**src/rtl/adder_accum_seq.sv**
```systemverilog
// Sequencer in front of a combinational WIDTH-bit adder: registers the adder
// operands, folds the adder outputs into a running sum with sticky flags.
module adder_accum_seq #(
   parameter int WIDTH   = 32,
   parameter int COUNT_W = 8
) (
   input  logic               clk,
   input  logic               rst_n,
   input  logic               start,
   input  logic [COUNT_W-1:0] len,
   input  logic               in_valid,
   output logic               in_ready,
   input  logic [WIDTH-1:0]   in_data,
   output logic [WIDTH-1:0]   adder_a,
   output logic [WIDTH-1:0]   adder_b,
   input  logic [WIDTH-1:0]   adder_sum,
   input  logic               adder_carryout,
   input  logic               adder_overflow,
   output logic               busy,
   output logic               result_valid,
   input  logic               result_ready,
   output logic [WIDTH-1:0]   result,
   output logic               carry_sticky,
   output logic               overflow_sticky
);

   typedef enum logic [1:0] {
      IDLE   = 2'd0,
      ACCEPT = 2'd1,
      ADD    = 2'd2,
      DONE   = 2'd3
   } state_t;

   state_t             state;
   state_t             state_nxt;
   logic [COUNT_W-1:0] remaining;
   logic               job_go;
   logic               op_take;
   logic               add_commit;
   logic               last_add;

   assign last_add = (remaining == COUNT_W'(1));

   always_ff @(posedge clk or negedge rst_n) begin
      if (!rst_n) begin
         state <= IDLE;
      end else begin
         state <= state_nxt;
      end
   end

   // Handshake outputs decode from state alone so in_ready never depends on in_valid.
   always_comb begin
      state_nxt    = state;
      in_ready     = 1'b0;
      busy         = 1'b1;
      result_valid = 1'b0;
      job_go       = 1'b0;
      op_take      = 1'b0;
      add_commit   = 1'b0;
      case (state)
         IDLE: begin
            busy = 1'b0;
            if (start) begin
               job_go    = 1'b1;
               state_nxt = (len == '0) ? DONE : ACCEPT;
            end
         end
         ACCEPT: begin
            in_ready = 1'b1;
            if (in_valid) begin
               op_take   = 1'b1;
               state_nxt = ADD;
            end
         end
         ADD: begin
            add_commit = 1'b1;
            state_nxt  = last_add ? DONE : ACCEPT;
         end
         DONE: begin
            result_valid = 1'b1;
            if (result_ready) begin
               state_nxt = IDLE;
            end
         end
         default: begin
            state_nxt = IDLE;
         end
      endcase
   end

   // The adder settles from the registered operands during ADD; its outputs land here.
   always_ff @(posedge clk or negedge rst_n) begin
      if (!rst_n) begin
         adder_a         <= '0;
         adder_b         <= '0;
         result          <= '0;
         remaining       <= '0;
         carry_sticky    <= 1'b0;
         overflow_sticky <= 1'b0;
      end else begin
         if (job_go) begin
            adder_a         <= '0;
            result          <= '0;
            remaining       <= len;
            carry_sticky    <= 1'b0;
            overflow_sticky <= 1'b0;
         end
         if (op_take) begin
            adder_b <= in_data;
         end
         if (add_commit) begin
            adder_a         <= adder_sum;
            result          <= adder_sum;
            remaining       <= remaining - COUNT_W'(1);
            carry_sticky    <= carry_sticky | adder_carryout;
            overflow_sticky <= overflow_sticky | adder_overflow;
         end
      end
   end

endmodule

```
**config.mk**
```make
export PLATFORM = sky130hd
export DESIGN_NAME = adder_accum_seq
export DESIGN_NICKNAME = d
export VERILOG_FILES = /design/src/rtl/adder_accum_seq.sv
export SDC_FILE = /design/constraint.sdc
export NUM_CORES = 1
export LEC_CHECK = 0
export CAP_MARGIN = 20
export CORE_UTILIZATION = 39
export CTS_CLUSTER_DIAMETER = 120
export CTS_CLUSTER_SIZE = 40
export DETAILED_ROUTE_END_ITERATION = 8
export PLACE_DENSITY = 0.81
export SYNTH_ARGS = -nofsm -noshare
export SYNTH_HDL_FRONTEND = slang
export SYNTH_SLANG_ARGS = --single-unit
```
**constraint.sdc**
```tcl
create_clock -name clk -period 2.5 [get_ports clk]
set_input_delay 0.375 -clock clk [delete_from_list [all_inputs] [get_ports clk]]
set_output_delay 0.375 -clock clk [all_outputs]
set_load 0.05 [all_outputs]
```
==> impl_metrics.ini, run 1 <==
[yosys]
synth-seq-cells = 76
yosys-top-cells-count = dfrtp_1, a22o_1, buf_4, mux2_2, a21oi_1
synth_top_area_frac = 0.580
yosysSeqAreaShare = 0.580
synth.area.top_cells = dfrtp_1, mux2_2, a22o_1
synth_warnings = 0
yosysTopAreaCell = dfrtp_1
synthCells = 260
synth_area_mm2 = 0.00328
synth-async-reset-ratio = 1.00
synthDistinctLibCells = 36
dominantRegCellSynth = dfrtp_1
synth_area_per_cell_um2 = 12.6
synth.most_common_cell = dfrtp_1
synth_nets = 341
synth_edf_count = 0

[floorplanning]
core-area_mm2 = 0.00818
fp.dieW_um = 93.7
num_rows = 33
die_h_um = 93.7
dieArea_mm2 = 0.00877
io_pins = 180
start_util = 0.401

[timing]
slew_headroom = 0.371
setup_viol = 0
clock.fmax_ghz = 0.440
skew_ps = 8.17
setup_ws_ps = 225
rsz0062_at_grt = false
setup_tns_ps = 0
slew_viol_final = 0
tightestPinTransition_ps = 943
period_share = 0.910
fin_crit_ps = 2280
hold_violations = 0

[global_routing]
grt_max_degree = 77
antenna_found_initial = 0
grt_pass1_vias = 2575
gr-total-overflow = 0
grt_pass1_wl_um = 12700
grt_usage = 0.189

[layout]
fin_util = 0.630
fill_cells = 659
nets = 489
drive_gt1_frac = 0.140
areaGrowthSynthToFinish_pct = 57.2
antenna_cells = 0

[critical_path]
critPathArrivalTime_ps = 1900
end_kind = primary output
cp-start-kind = flop
crit_fanout = 12
worst-setup-path-type = flop to primary output
required_ps = 2120

[detailed_routing]
ant_nets = 0
drtIter0Drc = 93
vias_per_cell = 5.02
dr.pass1.iters = 4
vias = 2600
routedWlPerCell_um = 16.0
detail_route.wirelength_um = 8290
drc = 0

[clock_tree]
cts_hold_buf = 0
cts_buffers = 9
cts_tree = yes
cts-root-buf = clkbuf_8
clockBufferDepth = 2
path_clk_slew_ps = 80
clock-sinks = 76
insertion_delay_ps = 330
htreeDepth = 3

[place]
gp_congestion = 0.882
hpwl_um = 6050
io_buffers = 179
pre_cts_ws_ps = 405

[run]
cap_violations = 0

[worst_hold_path]
hp-class = primary input to async pin

[outcome]
status = complete, no violations
[critical path: stages, from the launching register on]
cell,delay [ps]
dfrtp_1,490
or2_2,360
clkdlybuf4s50_1,710
[kinds of logic after synthesis]
logic type      Yosys count  synth area share
fa+ha+maj                 2           0.00764
mux                      33             0.113
buf+inv                  51            0.0962
simple gates             33            0.0508
compound gates           65             0.152
flops                    76             0.580
[timing repair]
item / 4_1_cts / 5_1_grt
resized for setup: 0 / 1
endpoints found under the setup margin: 0 / 1
setup buffers: 0 / 0
hold endpoints to repair: 0 / 0
[stage by stage]
step | hold slack (ps) | cell area, um^2 | instances
6_report | 154 | 5150 | 518
5_1_grt | 254 | 5150 | 518
4_1_cts | 198 | 5150 | 518
3_5_place_dp | 493 | 4930 | 502
3_3_place_gp | 487 | 4930 | 502
2_1_floorplan | 79.4 | 3280 | 260
[layer usage]
metal | global-route usage | wire (um) | vias to the layer above
li1 | - | - | 1204
met1 | 0.226 | 3370 | 1274
met2 | 0.325 | 4270 | 109
met3 | 0.0518 | 501 | 13
met4 | 0.0667 | 147 | 0
met5 | 0 | 0 | -
[layout make-up]
cell class                      instances  area (um^2)  area share
Clock buffer                           11          131      0.0255
Clock inverter                          5         85.1      0.0165
Multi-Input combinational cell        133         1060       0.206
Timing Repair Buffer                  183         1820       0.353
Inverter                                5         18.8     0.00364
Tap cell                              105          131      0.0255
Sequential cell                        76         1900       0.369
[placed cells by master (no fill, tap or decap), drive strengths merged, types with 2 or more instances in the layout]
cell,n
clkdlybuf4s50,176
dfrtp,76
a22o,32
mux2,32
a21oi,12
clkbuf,11
nor2,8
nand2,8
buf,6
inv,6
o21ai,5
o22a,3
a2bb2oi,3
nor4,3
or2,2
nor3,2
o22ai,2
nand3,2
nand2b,2
nand4,2
ha,2
bufinv,2
[final timing paths]
| check | startpoint | endpoint | slack, ps | cells after the start |
|---|---|---|---|---|
| max | state[0] | busy | 220 | 2 |
| min | rst_n | adder_b[13] | 150 | 1 |
| max reg2reg | remaining[1] | remaining[6] | 600 | 6 |
| min reg2reg | adder_b[13] | adder_b[13] | 510 | 1 |
| max in group asynchronous | rst_n | result[7] | 1700 | 1 |
| min in group clk | adder_b[13] | adder_b[13] | 510 | 1 |
[registers in the layout (all words and copies together), names as in the netlist]
signal,count
adder_b,32
carry_sticky,1
overflow_sticky,1
remaining,8
result,32
state,2
Power of run 1 is not shown: default switching activity piles up to over one toggle a cycle in this logic, so the estimate is an artifact.
==> inputs of run 2 (changes only) <==
PLACE_DENSITY = 0.86   (was 0.81)
RECOVER_POWER = 25   (was unset)
clock period = 2.6 ns   (was 2.5 ns; I/O delays follow)
==> impl_metrics.ini, run 2 (synthesis results as in run 1) <==
[critical_path]
r2r_cells = 6
crit_start = state[0]
r2r_slack_ps = 680
end_kind = primary output
crit-reg2reg-launch = remaining[1]
worst-setup-path-type = flop to primary output
cp-start-kind = flop
crit_fanout = 12
required_ps = 2210
critPathArrivalTime_ps = 2080

[global_routing]
grt_max_degree = 77
grt_pass1_wl_um = 13100
grt_pass1_vias = 2608
antenna_found_initial = 0
gr-total-overflow = 0
grt_usage = 0.197

[worst_hold_path]
hp-class = flop to flop
holdPathStages = 1
worstHoldStart = adder_b[16]

[detailed_routing]
drc = 0
wl_met2_um = 4510
top_layer_used = met4
ant_nets = 0
vias_per_cell = 5.07
met3_length_um = 513
vias = 2626
dr.pass1.iters = 4
detail_route.wirelength_um = 8420
drtIter0Drc = 86
drt-met1-wl_um = 3270
routedWlPerCell_um = 16.3

[timing]
tightestPinTransition_ps = 1900
hold_violations = 0
setup_viol = 0
skew_ps = 7.79
period_share = 0.952
fin_crit_ps = 2470
slew_viol_final = 77
setup_tns_ps = 0
slew_headroom = -0.264
clock.fmax_ghz = 0.404
rsz0062_at_grt = false

[place]
gp_congestion = 0.803
hpwl_um = 6140
io_buffers = 179

[clock_tree]
clockBufferDepth = 2
cts_buffers = 9
cts_resized = 0
insertion_delay_ps = 350
cts_tree = yes
path_clk_slew_ps = 80
cts_hold_buf = 0
cts-root-buf = clkbuf_8
clock-sinks = 76
postCtsSetupBuffers = 0
htreeDepth = 3

[layout]
layout_commonest_cell = clkdlybuf4s50_1
nets = 489
drive_gt1_frac = 0.140
areaGrowthSynthToFinish_pct = 58.9
fill_cells = 652
largestRegisters = adder_b x32, result x32, remaining x8
mostFrequentLayoutCells = clkdlybuf4s50_1, dfrtp_1, a22o_1, mux2_2, a21oi_1
antenna_cells = 0

[floorplanning]
start_util = 0.401
die_h_um = 93.7
io_pins = 180
fp.dieW_um = 93.7
num_rows = 33
core-area_mm2 = 0.00818
dieArea_mm2 = 0.00877

[outcome]
status = finished with violations
violations = max-capacitance violations, max-slew violations

[run]
cap_violations = 1
## run 2: cell types whose count changed in the layout (fill, tap and decap cells not counted), sizes merged
cell and delta:
buf -2, bufinv +2, clkdlybuf4s50 +2, dlymetal6s2s -1, inv -1
## run 2: cell type report
| type | instances | area [um^2] | area share |
|---|---|---|---|
| Sequential cell | 76 | 1900 | 0.365 |
| Timing Repair Buffer | 183 | 1830 | 0.351 |
| Multi-Input combinational cell | 133 | 1060 | 0.204 |
| Clock inverter | 6 | 136 | 0.0262 |
| Tap cell | 105 | 131 | 0.0252 |
| Clock buffer | 10 | 128 | 0.0245 |
| Inverter | 5 | 18.8 | 0.00360 |
## run 2: per-stage QoR
step           instances  area [um^2]  setup WS [ps]  hold slack, ps   util
2_1_floorplan        260         3280            600            94.4      -
3_3_place_gp         502         4950            550             488  0.605
4_1_cts              518         5210            131             222  0.637
3_5_place_dp         502         4950            525             492  0.605
6_report             518         5210            125             505  0.637
5_1_grt              518         5210           11.3             533  0.637
## run 2: worst max-delay path: stages, from the launching register on
cell and delay [ps]:
dfrtp_1 540, inv_1 200, nor2_1 170, clkdlybuf4s50_1 830
## run 2: final timing paths
kind	end
setup / recovery	in_ready
hold / removal	adder_b[16]
setup reg to reg	remaining[6]
hold reg to reg	adder_b[16]
max in group asynchronous	remaining[5]
min in group asynchronous	result[30]
## run 2: routing by layer
| metal | vias up | track usage |
|---|---|---|
| met4 | 0 | 0.0756 |
| met3 | 12 | 0.0421 |
| met1 | 1304 | 0.235 |
| li1 | 1198 | - |
| met2 | 112 | 0.346 |
| met5 | - | 0 |
Power of run 2 is left out for the same reason.
